### src/rtl/eyearch_io_pkg.sv
// Shared constants for the CPU I/O port bridge: status/control bit positions
// and the CPU port data width.
package eyearch_io_pkg;

  localparam int DATA_W = 16;

  localparam int ST_TX_FULL   = 0;
  localparam int ST_TX_EMPTY  = 1;
  localparam int ST_RX_EMPTY  = 2;
  localparam int ST_RX_FULL   = 3;
  localparam int ST_TX_OVF    = 4;
  localparam int ST_RX_UDF    = 5;
  localparam int ST_RXCNT_LSB = 8;

  localparam int CT_CLR   = 0;
  localparam int CT_FLUSH = 1;

endpackage

### src/rtl/sync_fifo.sv
// Synchronous FIFO with a registered head word (0 when empty), flush, and
// full/empty/count derived from a saturating occupancy counter.
module sync_fifo #(
  parameter int DEPTH  = 8,
  parameter int DATA_W = 16,
  localparam int AW    = $clog2(DEPTH),
  localparam int CW    = AW + 1
) (
  input  logic              clk,
  input  logic              rst_n,
  input  logic              push,
  input  logic              pop,
  input  logic              flush,
  input  logic [DATA_W-1:0] wdata,
  output logic [DATA_W-1:0] head,
  output logic              full,
  output logic              empty,
  output logic [CW-1:0]     count
);

  logic [DATA_W-1:0] mem_q [DEPTH];
  logic [AW-1:0]     wr_ptr_q, wr_ptr_d;
  logic [AW-1:0]     rd_ptr_q, rd_ptr_d;
  logic [CW-1:0]     count_q, count_d;
  logic [DATA_W-1:0] head_q, head_d;
  logic              push_ok, pop_ok;

  assign full  = (count_q == CW'(DEPTH));
  assign empty = (count_q == '0);
  assign head  = head_q;
  assign count = count_q;

  // A push into a full FIFO is only taken when a pop frees the slot in the same cycle.
  assign push_ok = push && (!full || pop) && !flush;
  assign pop_ok  = pop && !empty && !flush;

  always_comb begin
    wr_ptr_d = wr_ptr_q;
    rd_ptr_d = rd_ptr_q;
    count_d  = count_q;
    if (flush) begin
      wr_ptr_d = '0;
      rd_ptr_d = '0;
      count_d  = '0;
    end else begin
      if (push_ok) wr_ptr_d = wr_ptr_q + AW'(1);
      if (pop_ok)  rd_ptr_d = rd_ptr_q + AW'(1);
      case ({push_ok, pop_ok})
        2'b10:   count_d = count_q + CW'(1);
        2'b01:   count_d = count_q - CW'(1);
        default: count_d = count_q;
      endcase
    end
  end

  // Head is precomputed so it is a clean register; bypass covers a push landing on the new head slot.
  always_comb begin
    head_d = '0;
    if (count_d == '0)
      head_d = '0;
    else if (push_ok && (wr_ptr_q == rd_ptr_d))
      head_d = wdata;
    else
      head_d = mem_q[rd_ptr_d];
  end

  always_ff @(posedge clk) begin
    if (push_ok) mem_q[wr_ptr_q] <= wdata;
  end

  always_ff @(posedge clk) begin
    if (!rst_n) begin
      wr_ptr_q <= '0;
      rd_ptr_q <= '0;
      count_q  <= '0;
      head_q   <= '0;
    end else begin
      wr_ptr_q <= wr_ptr_d;
      rd_ptr_q <= rd_ptr_d;
      count_q  <= count_d;
      head_q   <= head_d;
    end
  end

endmodule

### src/rtl/io_port_bridge.sv
// CPU I/O port pair peripheral: port writes feed a TX FIFO drained to a
// valid/ready stream; an inbound stream fills an RX FIFO read through the data port.
module io_port_bridge
  import eyearch_io_pkg::*;
#(
  parameter int PORT_BASE = 0,
  parameter int DEPTH     = 8,
  parameter int DATA_W    = eyearch_io_pkg::DATA_W,
  localparam int CW       = $clog2(DEPTH) + 1
) (
  input  logic              clk,
  input  logic              rst_n,
  input  logic              cpu_write,
  input  logic              cpu_read,
  input  logic [15:0]       cpu_addr,
  input  logic [DATA_W-1:0] wr_data,
  input  logic [DATA_W-1:0] ctrl_data,
  output logic [DATA_W-1:0] rd_data,
  output logic [15:0]       status,
  output logic              tx_valid,
  input  logic              tx_ready,
  output logic [DATA_W-1:0] tx_data,
  input  logic              rx_valid,
  output logic              rx_ready,
  input  logic [DATA_W-1:0] rx_data
);

  // Streams use valid/ready: a word transfers on any clk edge where both are high;
  // tx_valid and tx_data hold steady until accepted, rx_ready never waits on rx_valid.

  logic          sel_data, sel_ctrl, ctrl_wr, flush;
  logic          tx_push, tx_pop, tx_full, tx_empty;
  logic          rx_push, rx_pop, rx_full, rx_empty;
  logic [CW-1:0] tx_count, rx_count;
  logic          tx_ovf_q, tx_ovf_d;
  logic          rx_udf_q, rx_udf_d;
  logic          ctrl_unused;

  assign sel_data = (cpu_addr == 16'(PORT_BASE));
  assign sel_ctrl = (cpu_addr == 16'(PORT_BASE + 1));
  assign ctrl_wr  = cpu_write && sel_ctrl;
  assign flush    = ctrl_wr && ctrl_data[CT_FLUSH];

  assign tx_push  = cpu_write && sel_data;
  assign tx_pop   = tx_valid && tx_ready;
  assign rx_push  = rx_valid && rx_ready;
  assign rx_pop   = cpu_read && sel_data;

  assign tx_valid = !tx_empty;
  assign rx_ready = !rx_full;

  assign ctrl_unused = ^{ctrl_data[DATA_W-1:2], tx_count};

  sync_fifo #(.DEPTH(DEPTH), .DATA_W(DATA_W)) u_tx_fifo (
    .clk   (clk),
    .rst_n (rst_n),
    .push  (tx_push),
    .pop   (tx_pop),
    .flush (flush),
    .wdata (wr_data),
    .head  (tx_data),
    .full  (tx_full),
    .empty (tx_empty),
    .count (tx_count)
  );

  sync_fifo #(.DEPTH(DEPTH), .DATA_W(DATA_W)) u_rx_fifo (
    .clk   (clk),
    .rst_n (rst_n),
    .push  (rx_push),
    .pop   (rx_pop),
    .flush (flush),
    .wdata (rx_data),
    .head  (rd_data),
    .full  (rx_full),
    .empty (rx_empty),
    .count (rx_count)
  );

  always_comb begin
    tx_ovf_d = tx_ovf_q;
    rx_udf_d = rx_udf_q;
    if (ctrl_wr && ctrl_data[CT_CLR]) begin
      tx_ovf_d = 1'b0;
      rx_udf_d = 1'b0;
    end
    if (tx_push && tx_full && !tx_pop) tx_ovf_d = 1'b1;
    if (rx_pop && rx_empty)            rx_udf_d = 1'b1;
  end

  always_ff @(posedge clk) begin
    if (!rst_n) begin
      tx_ovf_q <= 1'b0;
      rx_udf_q <= 1'b0;
    end else begin
      tx_ovf_q <= tx_ovf_d;
      rx_udf_q <= rx_udf_d;
    end
  end

  // Every status field comes straight from a flop, so it shows the state after the last edge.
  always_comb begin
    status                        = '0;
    status[ST_TX_FULL]            = tx_full;
    status[ST_TX_EMPTY]           = tx_empty;
    status[ST_RX_EMPTY]           = rx_empty;
    status[ST_RX_FULL]            = rx_full;
    status[ST_TX_OVF]             = tx_ovf_q;
    status[ST_RX_UDF]             = rx_udf_q;
    status[ST_RXCNT_LSB +: 7]     = 7'(rx_count);
  end

endmodule

### config.mk
export PLATFORM = sky130hd
export DESIGN_NAME = io_port_bridge
export DESIGN_NICKNAME = d
export VERILOG_FILES = /design/src/rtl/eyearch_io_pkg.sv /design/src/rtl/sync_fifo.sv /design/src/rtl/io_port_bridge.sv
export SDC_FILE = /design/constraint.sdc
export NUM_CORES = 1
export LEC_CHECK = 0
export ABC_AREA = 1
export ABC_CLOCK_PERIOD_IN_PS = 3100
export CAP_MARGIN = 20
export CORE_MARGIN = 4
export CORE_UTILIZATION = 52
export CTS_CLUSTER_SIZE = 20
export DETAILED_ROUTE_END_ITERATION = 7
export PLACE_DENSITY_LB_ADDON = 0.1
export SYNTH_ARGS = -nofsm -noshare
export SYNTH_HDL_FRONTEND = slang
export SYNTH_SLANG_ARGS = --single-unit
### constraint.sdc
create_clock -name clk -period 3.1 [get_ports clk]
set_clock_uncertainty 0.1 [all_clocks]
set_input_delay 0.465 -clock clk [delete_from_list [all_inputs] [get_ports clk]]
set_output_delay 0.465 -clock clk [all_outputs]
set_load 0.05 [all_outputs]
==> flow_metrics.tcl, run 1 <==
set metrics [dict create \
    outcome "completed" \
    drtPass1Iterations 5 \
    dieArea_sq_um 28200 \
    setup_viol 0 \
    required_ns 3.43 \
    die_h_um 168 \
    rsz0062_at_grt "no" \
    p_int_mw 8.60 \
    pre_cts_slack_ns -0.323 \
    multi_input_area_sq_um 3930 \
    drc_errors 0 \
    cp_slowest_cell "clkdlybuf4s50_1" \
    synth_area_leaders "edfxtp_1 58%, nand2_1 9.4%, dfxtp_1 8.1%" \
    grt_max_degree 56 \
    postRouteAntennaNets 0 \
    cp.buffers_inverters 3 \
    cp-end-kind "flip-flop" \
    clk_pin_slew_worst_paths_ns 0.06 \
    route.met2.wl_um 15100 \
    synth_cell_type_count 35 \
    ioPinCount 120 \
    path_cells "clkdlybuf4s50_1, nor2_2, nand2_1, nor2_1, nand2_2, nor2_2, o21ai_2, ha_2, nand2_1, inv_1, nor2_1, ha_1, a21oi_2, xnor2_1, nor2_1, a211oi_2, nor3_2, nand2_2, clkbuf_16, nand2_1, nor2_1" \
    start_util 0.529 \
    synth_area_sq_um 13300 \
    antenna_found_initial 0 \
    combPwrFrac 0.312 \
    cp_common_cell "nor2_1" \
    swShare 0.327 \
    met3WireLength_um 1490 \
    timing.fmax_ghz 0.351 \
    core_area_sq_um 25200 \
    path_delay_family "simple AND/OR/NAND/NOR gates" \
    grt_overflow_total 0 \
    clock_latency_ns 0.51 \
    synthFlopType "edfxtp_1" \
    hp-class "flip-flop to flip-flop" \
    synthToLayoutAreaGrowth_pct 22.6 \
    yosys_warnings 0 \
    netlist_instances 1283 \
    wl_per_cell_um 16.9 \
    hold_violations 0 \
    async_flop_share 0 \
    finalNetCount 1515 \
    routed_wl_um 30200 \
    area.sequential_sq_um 8770 \
    fillCellCount 2000 \
    htree_num_levels 2 \
    synth.avg_cell_area_sq_um 10.4 \
    tightest_slew_ns 0.798 \
    clkPwrFrac 0.314 \
    wl_met1_um 12800 \
    max_slew_margin 0.466 \
    slew_violations 0 \
    dp_cells 1727 \
    hold-worst-slack_ns 0.368 \
    io_buffers 99 \
    cp.arrival_ns 3.18 \
    routed.top_layer "met4" \
    gp_congestion 0.770 \
    start_kind "input pin" \
    drt_iter0_drc 759 \
    drive_gt1_frac 0.128 \
    leakagePower_nw 6.54 \
    power_switching_mw 4.18 \
    cts-root-buf "clkbuf_16" \
    vias 9461 \
    yosysMostFrequentCell "nand2_1" \
    min_period_ns 2.85 \
    yosysTopAreaCell "edfxtp_1" \
    crit_fanout 8 \
    finalWorstSetupSlack_ns 0.252 \
    antenna_cells 0 \
    fp-row-count 58 \
    cts.sinks 310 \
    grt_pass1_wl_um 48900 \
    power_density_nw_per_um2 783 \
    timing.final.crit_share 0.919 \
    dp_hpwl_um 18900 \
    synth_commonest_cells "335 x nand2_1, 256 x edfxtp_1, 157 x nor2_1" \
    synth_edf_count 256 \
    grt_usage 0.214 \
    cts_tree "built" \
    path_class "input pin to flip-flop" \
    seq_power_share 0.374 \
    vias_per_cell 5.29 \
    instances_no_fill 1789 \
    slowest_delay_ns 0.41 \
    maxCapViolCount 0 \
    ir_drop_v 0.000605 \
    clk_path_buf_depth 3 \
    grt_pass1_vias 9367 \
    yosys_register_bits 310 \
    die_width_um 168 \
    yosysTopAreaCellShare 0.577 \
    setup_tns_ns 0 \
    ys_seq_area_frac 0.659 \
    cts-buffers-inserted 34 \
]
-- worst register-to-register path: cells and delay by family, from the launching register on --
kind                     cells  cell delay, ns
AO/OA/AOI/OAI                3            0.45
flip-flops                   1            0.35
AND/OR/NAND/NOR              9            1.07
adder cells (fa/ha/maj)      1            0.21
buffers and inverters        3            0.38
XOR/XNOR                     1            0.15
-- path summary, 6_finish.rpt --
kind                                          from                 end  slack (ns)  depth (start not counted)
worst min register to register            tx_ovf_q            tx_ovf_q        0.37                          2
worst max-delay path                   cpu_addr[3]   u_tx_fifo.head[2]        0.25                         21
worst min-delay path                      tx_ovf_q            tx_ovf_q        0.37                          2
worst max register to register  u_rx_fifo.count[0]  u_rx_fifo.head[13]        0.33                         17
-- per-stage QoR --
stage               total power [mW]   util  cell area [sq um]
detailed placement              8.68  0.601              15100
global placement                8.63  0.601              15100
finish                          12.8  0.648              16300
CTS                             12.7  0.646              16300
floorplan                       7.42      -              13400
global route                    13.5  0.648              16300
-- kinds of logic (layout without fill, tap and decap cells) --
family	Yosys count	in the layout	share of synthesized area
buffers and inverters	161	332	0.0547
adders and majority gates	10	10	0.00940
and+or+nand+nor	681	681	0.224
AOI/OAI and AO/OA	108	108	0.0432
muxes	1	1	0.000752
DFF	310	310	0.659
other	1	6	0.000282
xor gates and xnor gates	11	11	0.00865
-- final cells by class --
cell class / instances / share of cell area
inverters: 91 / 0.0209
flip-flops and latches: 310 / 0.537
clock inverters: 14 / 0.00874
well taps: 330 / 0.0253
repair buffers: 181 / 0.107
multi-input cells: 817 / 0.241
clock buffers: 46 / 0.0600
-- per-layer routing --
metal	vias to the layer above	GRT usage
li1	4650	-
met4	0	0.0723
met1	4498	0.280
met3	59	0.0324
met5	-	0
met2	254	0.369
-- what timing repair did --
action | CTS | global route
buffers inserted | 0 | 1
setup endpoints to repair | 0 | 32
hold buffers | 0 | 0
resized for setup | 0 | 9
-- flip-flops by register name, summed over array words and instances, names as in the netlist, 4 cells and up --
signal,count
u_rx_fifo.mem_q,128
u_tx_fifo.head,16
u_rx_fifo.head,16
u_tx_fifo.count,4
u_tx_fifo.mem_q,128
u_rx_fifo.count,4
-- layout by cell type (no fill, tap or decap), types with 5 or more instances in the layout --
cell / synthesis / routed
clkbuf_16: 0 / 38
inv_1: 89 / 89
clkdlybuf4s50_1: 0 / 99
o21ai_1: 13 / 13
clkinv_2: 0 / 6
buf_12: 0 / 10
edfxtp_1: 256 / 256
xor2_1: 7 / 6
o21ai_0: 55 / 55
nor2_2: 5 / 6
clkbuf_1: 19 / 7
dfxtp_1: 54 / 50
nand3_1: 84 / 82
nor2_1: 157 / 156
and3_1: 15 / 15
buf_4: 18 / 71
o211ai_1: 7 / 7
or2_2: 5 / 5
a21oi_1: 27 / 26
nand2_2: 5 / 6
ha_1: 10 / 9
nand2_1: 335 / 334
conb_1: 1 / 6
nor3_2: 0 / 10
nand4_1: 51 / 51
nand3_2: 6 / 7
-- power by group through the flow --
stage,Clock (mW),Combinational (mW),Sequential [mW]
after floorplan,0,2.21,5.22
after global placement,0,3.77,4.86
after detailed placement,0,3.82,4.87
after CTS,4.10,3.85,4.78
after global routing,4.28,4.47,4.79
final,4.02,3.99,4.78
Note: power is estimated with default switching activity, not from simulation.
==> run 2, diff against run 1 <==
--- a/config.mk
+++ b/config.mk
@@ -12,6 +12,7 @@
 export CORE_UTILIZATION = 52
 export CTS_CLUSTER_SIZE = 20
 export DETAILED_ROUTE_END_ITERATION = 7
+export GPL_TIMING_DRIVEN = 0
 export PLACE_DENSITY_LB_ADDON = 0.1
 export SYNTH_ARGS = -nofsm -noshare
 export SYNTH_HDL_FRONTEND = slang
==> constraint.sdc (replaced) <==
create_clock -name clk -period 3.1 [get_ports clk]
set_clock_uncertainty 0.1 [all_clocks]
set_input_delay 0.465 -clock clk [delete_from_list [all_inputs] [get_ports clk]]
set_output_delay 0.465 -clock clk [all_outputs]
set_load 0.01 [all_outputs]
==> flow_metrics.tcl, run 2 (synthesis results as in run 1) <==
set metrics [dict create \
    outcome "completed" \
    path_class "input pin to flip-flop" \
    start_util 0.529 \
    grt_overflow_total 0 \
    fillCellCount 1920 \
    clock_latency_ns 0.55 \
    routed_wl_um 32000 \
    setup_viol 0 \
    r2r_setup_slack_ns 0.20 \
    htree_num_levels 1 \
    pre_cts_slack_ns -1.14 \
    gp_congestion 0.821 \
    clk_pin_slew_worst_paths_ns 0.06 \
    r2r_end "u_tx_fifo.head[10]" \
    maxCapViolCount 0 \
    rr_startpoint "u_tx_fifo.count[0]" \
    placed_area_sq_um 15000 \
    drtPass1Iterations 5 \
    largestRegisters "u_rx_fifo.mem_q x128, u_tx_fifo.mem_q x128" \
    grt_max_degree 17 \
    seq_power_share 0.391 \
    hold-worst-slack_ns 0.369 \
    cp_slowest_cell "clkdlybuf4s50_1" \
    antenna_found_initial 0 \
    dp_hpwl_um 21600 \
    swShare 0.319 \
    io_buffers 99 \
    ir_drop_v 0.000754 \
    clk_path_buf_depth 3 \
    combPwrFrac 0.308 \
    power_density_nw_per_um2 750 \
    synthToLayoutAreaGrowth_pct 22.4 \
    crit_fanout 8 \
    grt_pass1_vias 9423 \
    drive_gt1_frac 0.131 \
    p_int_mw 8.32 \
    grt_usage 0.220 \
    cp.arrival_ns 3.31 \
    clkPwrFrac 0.302 \
    vias_per_cell 5.33 \
    hold_path_depth 2 \
    tightest_slew_ns 0.941 \
    wl_per_cell_um 17.7 \
    finalNetCount 1532 \
    finalWorstSetupSlack_ns 0.139 \
    antenna_cells 0 \
    startpoint "cpu_addr[2]" \
    layout_commonest_cell "nand2_1" \
    timing.final.crit_share 0.955 \
    fp-row-count 58 \
    cts-buffers-inserted 31 \
    hold_violations 0 \
    vias 9630 \
    final_area_sq_um 16300 \
    power_switching_mw 3.90 \
    dieArea_sq_um 28200 \
    grt_pass1_wl_um 49800 \
    cp_common_cell "nor2_2" \
    cts.sinks 310 \
    cts_hold_buf 0 \
    finalPower_mw 12.2 \
    start_kind "input pin" \
    cts-root-buf "clkbuf_16" \
    postRouteAntennaNets 0 \
    cp-end-kind "flip-flop" \
    timing.fmax_ghz 0.338 \
    crit_path_end "u_rx_fifo.head[0]" \
    slowest_delay_ns 0.41 \
    required_ns 3.45 \
    path_cells "clkdlybuf4s50_1, nor2_2, nand4_1, nor2_2, nand3_4, nand2_4, ha_4, nand2_1, inv_1, nor2_1, ha_1, a21oi_2, xnor2_1, o21ai_1, nor2_2, nor3_4, o21ai_4, buf_12, buf_6, nand2_1, nor2_1" \
    layout_common_cells "333 x nand2_1, 256 x edfxtp_1, 145 x nor2_1, 99 x clkdlybuf4s50_1, 88 x inv_1" \
    ioPinCount 120 \
    core_area_sq_um 25200 \
    drt_iter0_drc 801 \
    drc_errors 0 \
    max_slew_margin 0.372 \
    slew_violations 0 \
    reg2regPathDepth 19 \
    cts_tree "built" \
    leakagePower_nw 6.51 \
    hp-class "flip-flop to flip-flop" \
    min_period_ns 2.96 \
    die_width_um 168 \
    die_h_um 168 \
]
==> run 2: how the worst min path moves through the flow <==
stage	to	startpoint	slack [ns]
CTS	rx_udf_q	rx_udf_q	0.37
floorplan	rx_udf_q	rx_udf_q	0.34
global route	rx_udf_q	rx_udf_q	0.40
finish	rx_udf_q	rx_udf_q	0.37
detailed placement	rx_udf_q	rx_udf_q	0.37
global placement	rx_udf_q	rx_udf_q	0.36
==> run 2: layout make-up <==
type / instances / area [sq um] / share of cell area
inverters: 91 / 342 / 0.0210
well taps: 330 / 413 / 0.0253
clock inverters: 19 / 194 / 0.0119
flip-flops and latches: 310 / 8770 / 0.538
multi-input cells: 817 / 4040 / 0.248
plain buffers: 70 / 403 / 0.0247
repair buffers: 131 / 1330 / 0.0817
clock buffers: 38 / 812 / 0.0498
==> run 2: worst max-delay path, delay by kind of cell <==
| kind | cells | cell delay [ns] |
|---|---|---|
| buffers and inverters | 4 | 0.76 |
| adders and majority gates | 2 | 0.34 |
| and+or+nand+nor | 11 | 1.24 |
| xor gates and xnor gates | 1 | 0.09 |
| AOI/OAI and AO/OA | 3 | 0.39 |
==> run 2: stage by stage <==
step | setup TNS [ns] | cells | util
CTS | 0 | 1794 | 0.639
detailed placement | -43.21 | 1731 | 0.594
floorplan | 0 | 1288 | -
global placement | -265.21 | 1717 | 0.585
global route | -0.146 | 1806 | 0.647
finish | 0 | 1806 | 0.647
==> run 2: layer usage <==
metal  vias to the layer above  global-route usage  part of all wire
li1                       4696                   -                 -
met2                       346               0.391              0.51
met5                         -                   0                 0
met3                        63              0.0258             0.059
met1                      4525               0.285              0.40
met4                         0              0.0695             0.027
==> run 2: power groups by stage <==
| stage | combinational, mW | clock (mW) | sequential [mW] |
|---|---|---|---|
| 3_5_place_dp | 3.38 | 0 | 4.86 |
| 5_1_grt | 4.17 | 3.91 | 4.80 |
| 3_3_place_gp | 3.32 | 0 | 4.86 |
| 6_report | 3.76 | 3.69 | 4.78 |
| 4_1_cts | 3.52 | 3.74 | 4.78 |
| 2_1_floorplan | 2.07 | 0 | 4.91 |
==> run 2: timing repair <==
item | CTS | global route
pin swaps | 5 | 16
cloned | 0 | 2
endpoints found under the setup margin | 32 | 32
setup buffers | 6 | 10
resized for setup | 18 | 23
==> run 3, diff against run 2 <==
--- a/config.mk
+++ b/config.mk
@@ -7,9 +7,9 @@
 export LEC_CHECK = 0
 export ABC_AREA = 1
 export ABC_CLOCK_PERIOD_IN_PS = 3100
-export CAP_MARGIN = 20
 export CORE_MARGIN = 4
-export CORE_UTILIZATION = 52
+export CORE_UTILIZATION = 54
+export CTS_BUF_LIST = sky130_fd_sc_hd__clkbuf_4
 export CTS_CLUSTER_SIZE = 20
 export DETAILED_ROUTE_END_ITERATION = 7
 export GPL_TIMING_DRIVEN = 0
==> flow_metrics.tcl, run 3 (synthesis results as in run 1) <==
set metrics [dict create \
    outcome "completed" \
    start_util 0.548 \
    grt_usage 0.234 \
    io_buffers 99 \
    cp-end-kind "flip-flop" \
    grt_overflow_total 0 \
    combPwrFrac 0.311 \
    path_cells "clkdlybuf4s50_1, nor2_1, nand2_1, nor2_2, nand2_2, nor2_4, o21ai_4, ha_4, nand2_1, inv_1, nor2_1, ha_1, a21oi_2, xnor2_1, nor2_1, a211oi_2, nor3_1, nand2_2, clkbuf_16, nand2_1, nor2_1" \
    clk_pin_slew_worst_paths_ns 0.06 \
    postRouteAntennaNets 0 \
    cts_hold_buf 0 \
    drive_gt1_frac 0.170 \
    layout_commonest_cell "nand2_1" \
    cts_tree "built" \
    routed_wl_um 31700 \
    power_switching_mw 3.95 \
    maxCapViolCount 0 \
    antenna_found_initial 1 \
    finalNetCount 1568 \
    path_delay_family "simple AND/OR/NAND/NOR gates" \
    hold_path_depth 3 \
    path_class "input pin to flip-flop" \
    r2r_setup_slack_ns 0.19 \
    largestRegisters "u_rx_fifo.mem_q x128, u_tx_fifo.mem_q x128" \
    drt_iter0_drc 805 \
    timing.final.crit_share 0.951 \
    route.met2.wl_um 16200 \
    reg2regPathDepth 19 \
    synthToLayoutAreaGrowth_pct 21.6 \
    cts-root-buf "clkbuf_4" \
    cp_slowest_cell "clkdlybuf4s50_1" \
    ioPinCount 120 \
    die_h_um 165 \
    core_area_sq_um 24300 \
    r2r_end "u_tx_fifo.head[10]" \
    pre_cts_slack_ns -1.12 \
    fin_util 0.666 \
    grt_max_degree 17 \
    drtPass1Iterations 7 \
    grt_pass1_wl_um 48800 \
    cts-buffers-inserted 78 \
    routed.top_layer "met4" \
    timing.fmax_ghz 0.339 \
    finalWorstSetupSlack_ns 0.152 \
    cts.sinks 310 \
    seq_power_share 0.401 \
    layout_common_cells "332 x nand2_1, 256 x edfxtp_1, 145 x nor2_1, 121 x clkbuf_4, 99 x clkdlybuf4s50_1" \
    min_period_ns 2.95 \
    power_density_nw_per_um2 736 \
    hold_end "u_rx_fifo.wr_ptr_q[0]" \
    swShare 0.332 \
    hp-start "rx_valid" \
    drc_errors 0 \
    finalPower_mw 11.9 \
    setup_tns_ns 0 \
    clk_path_buf_depth 3 \
    rr_startpoint "u_tx_fifo.count[0]" \
    tightest_slew_ns 0.995 \
    cp.buffers_inverters 3 \
    die_width_um 165 \
    met3WireLength_um 2160 \
    slowest_delay_ns 0.40 \
    slew_violations 0 \
    max_slew_margin 0.336 \
    crit_fanout 6 \
    fp-row-count 57 \
    htree_num_levels 3 \
    required_ns 3.55 \
    start_kind "input pin" \
    ir_drop_v 0.000571 \
    vias 9886 \
    hold_violations 0 \
    dieArea_sq_um 27200 \
    p_int_mw 7.97 \
    gp_congestion 0.844 \
    hold-worst-slack_ns 0.315 \
    clock_latency_ns 0.68 \
    wl_per_cell_um 16.9 \
    hp-class "input pin to flip-flop" \
    setup_viol 0 \
    cp.arrival_ns 3.40 \
    cp_common_cell "nor2_1" \
    clkPwrFrac 0.288 \
    dp_hpwl_um 21400 \
    leakagePower_nw 6.53 \
    wl_met1_um 12600 \
    vias_per_cell 5.27 \
    grt_pass1_vias 9474 \
]
## run 3: routing by layer
| metal | track usage | vias to the layer above |
|---|---|---|
| li1 | - | 4825 |
| met1 | 0.282 | 4627 |
| met2 | 0.404 | 375 |
| met3 | 0.0479 | 59 |
| met4 | 0.104 | 0 |
| met5 | 0 | - |
## run 3: worst min-delay path, stage by stage
cell and delay (ns):
clkdlybuf4s50_1 0.42, nand2_2 0.09, a211oi_1 0.06
## run 3: stage by stage
step	std cells	area (sq um)
detailed placement	1723	14900
CTS	1868	16000
global placement	1711	14700
global route	1876	16200
finish	1876	16200
floorplan	1288	13300
## run 3: how the worst max path moves through the flow
stage                        from                     to  slack [ns]  depth (start not counted)
2_1_floorplan         cpu_addr[7]      u_tx_fifo.head[0]        0.13                         19
3_3_place_gp          cpu_addr[3]  u_tx_fifo.mem_q[0][3]       -1.54                         10
3_5_place_dp          cpu_addr[3]     u_tx_fifo.head[10]       -1.12                         20
4_1_cts        u_tx_fifo.count[1]     u_tx_fifo.head[10]       0.007                         19
5_1_grt               cpu_addr[7]     u_tx_fifo.head[11]       -0.01                         20
6_report              cpu_addr[7]     u_tx_fifo.head[12]        0.15                         21
## run 3: area by class of cell
cell class / instances / area (sq um)
antenna: 1 / 2.50
buffer: 70 / 403
clock buffer: 121 / 908
clock inverter: 22 / 113
fill: 1918 / 8130
inverter: 91 / 342
multi-input combinational: 817 / 4020
sequential: 310 / 8770
tap: 324 / 405
timing repair buffer: 120 / 1220
## run 3: power groups by stage
stage          Clock [mW]  Combinational [mW]  Sequential (mW)
2_1_floorplan           0                2.07             4.91
3_3_place_gp            0                3.32             4.86
3_5_place_dp            0                3.37             4.86
4_1_cts              3.51                3.50             4.77
5_1_grt              3.77                4.11             4.79
6_report             3.43                3.71             4.78
## run 3: what timing repair did
action	4_1_cts	5_1_grt
cloned	0	1
setup endpoints to repair	26	32
gates resized for setup	13	27
setup buffers	2	6
pin swaps	2	7
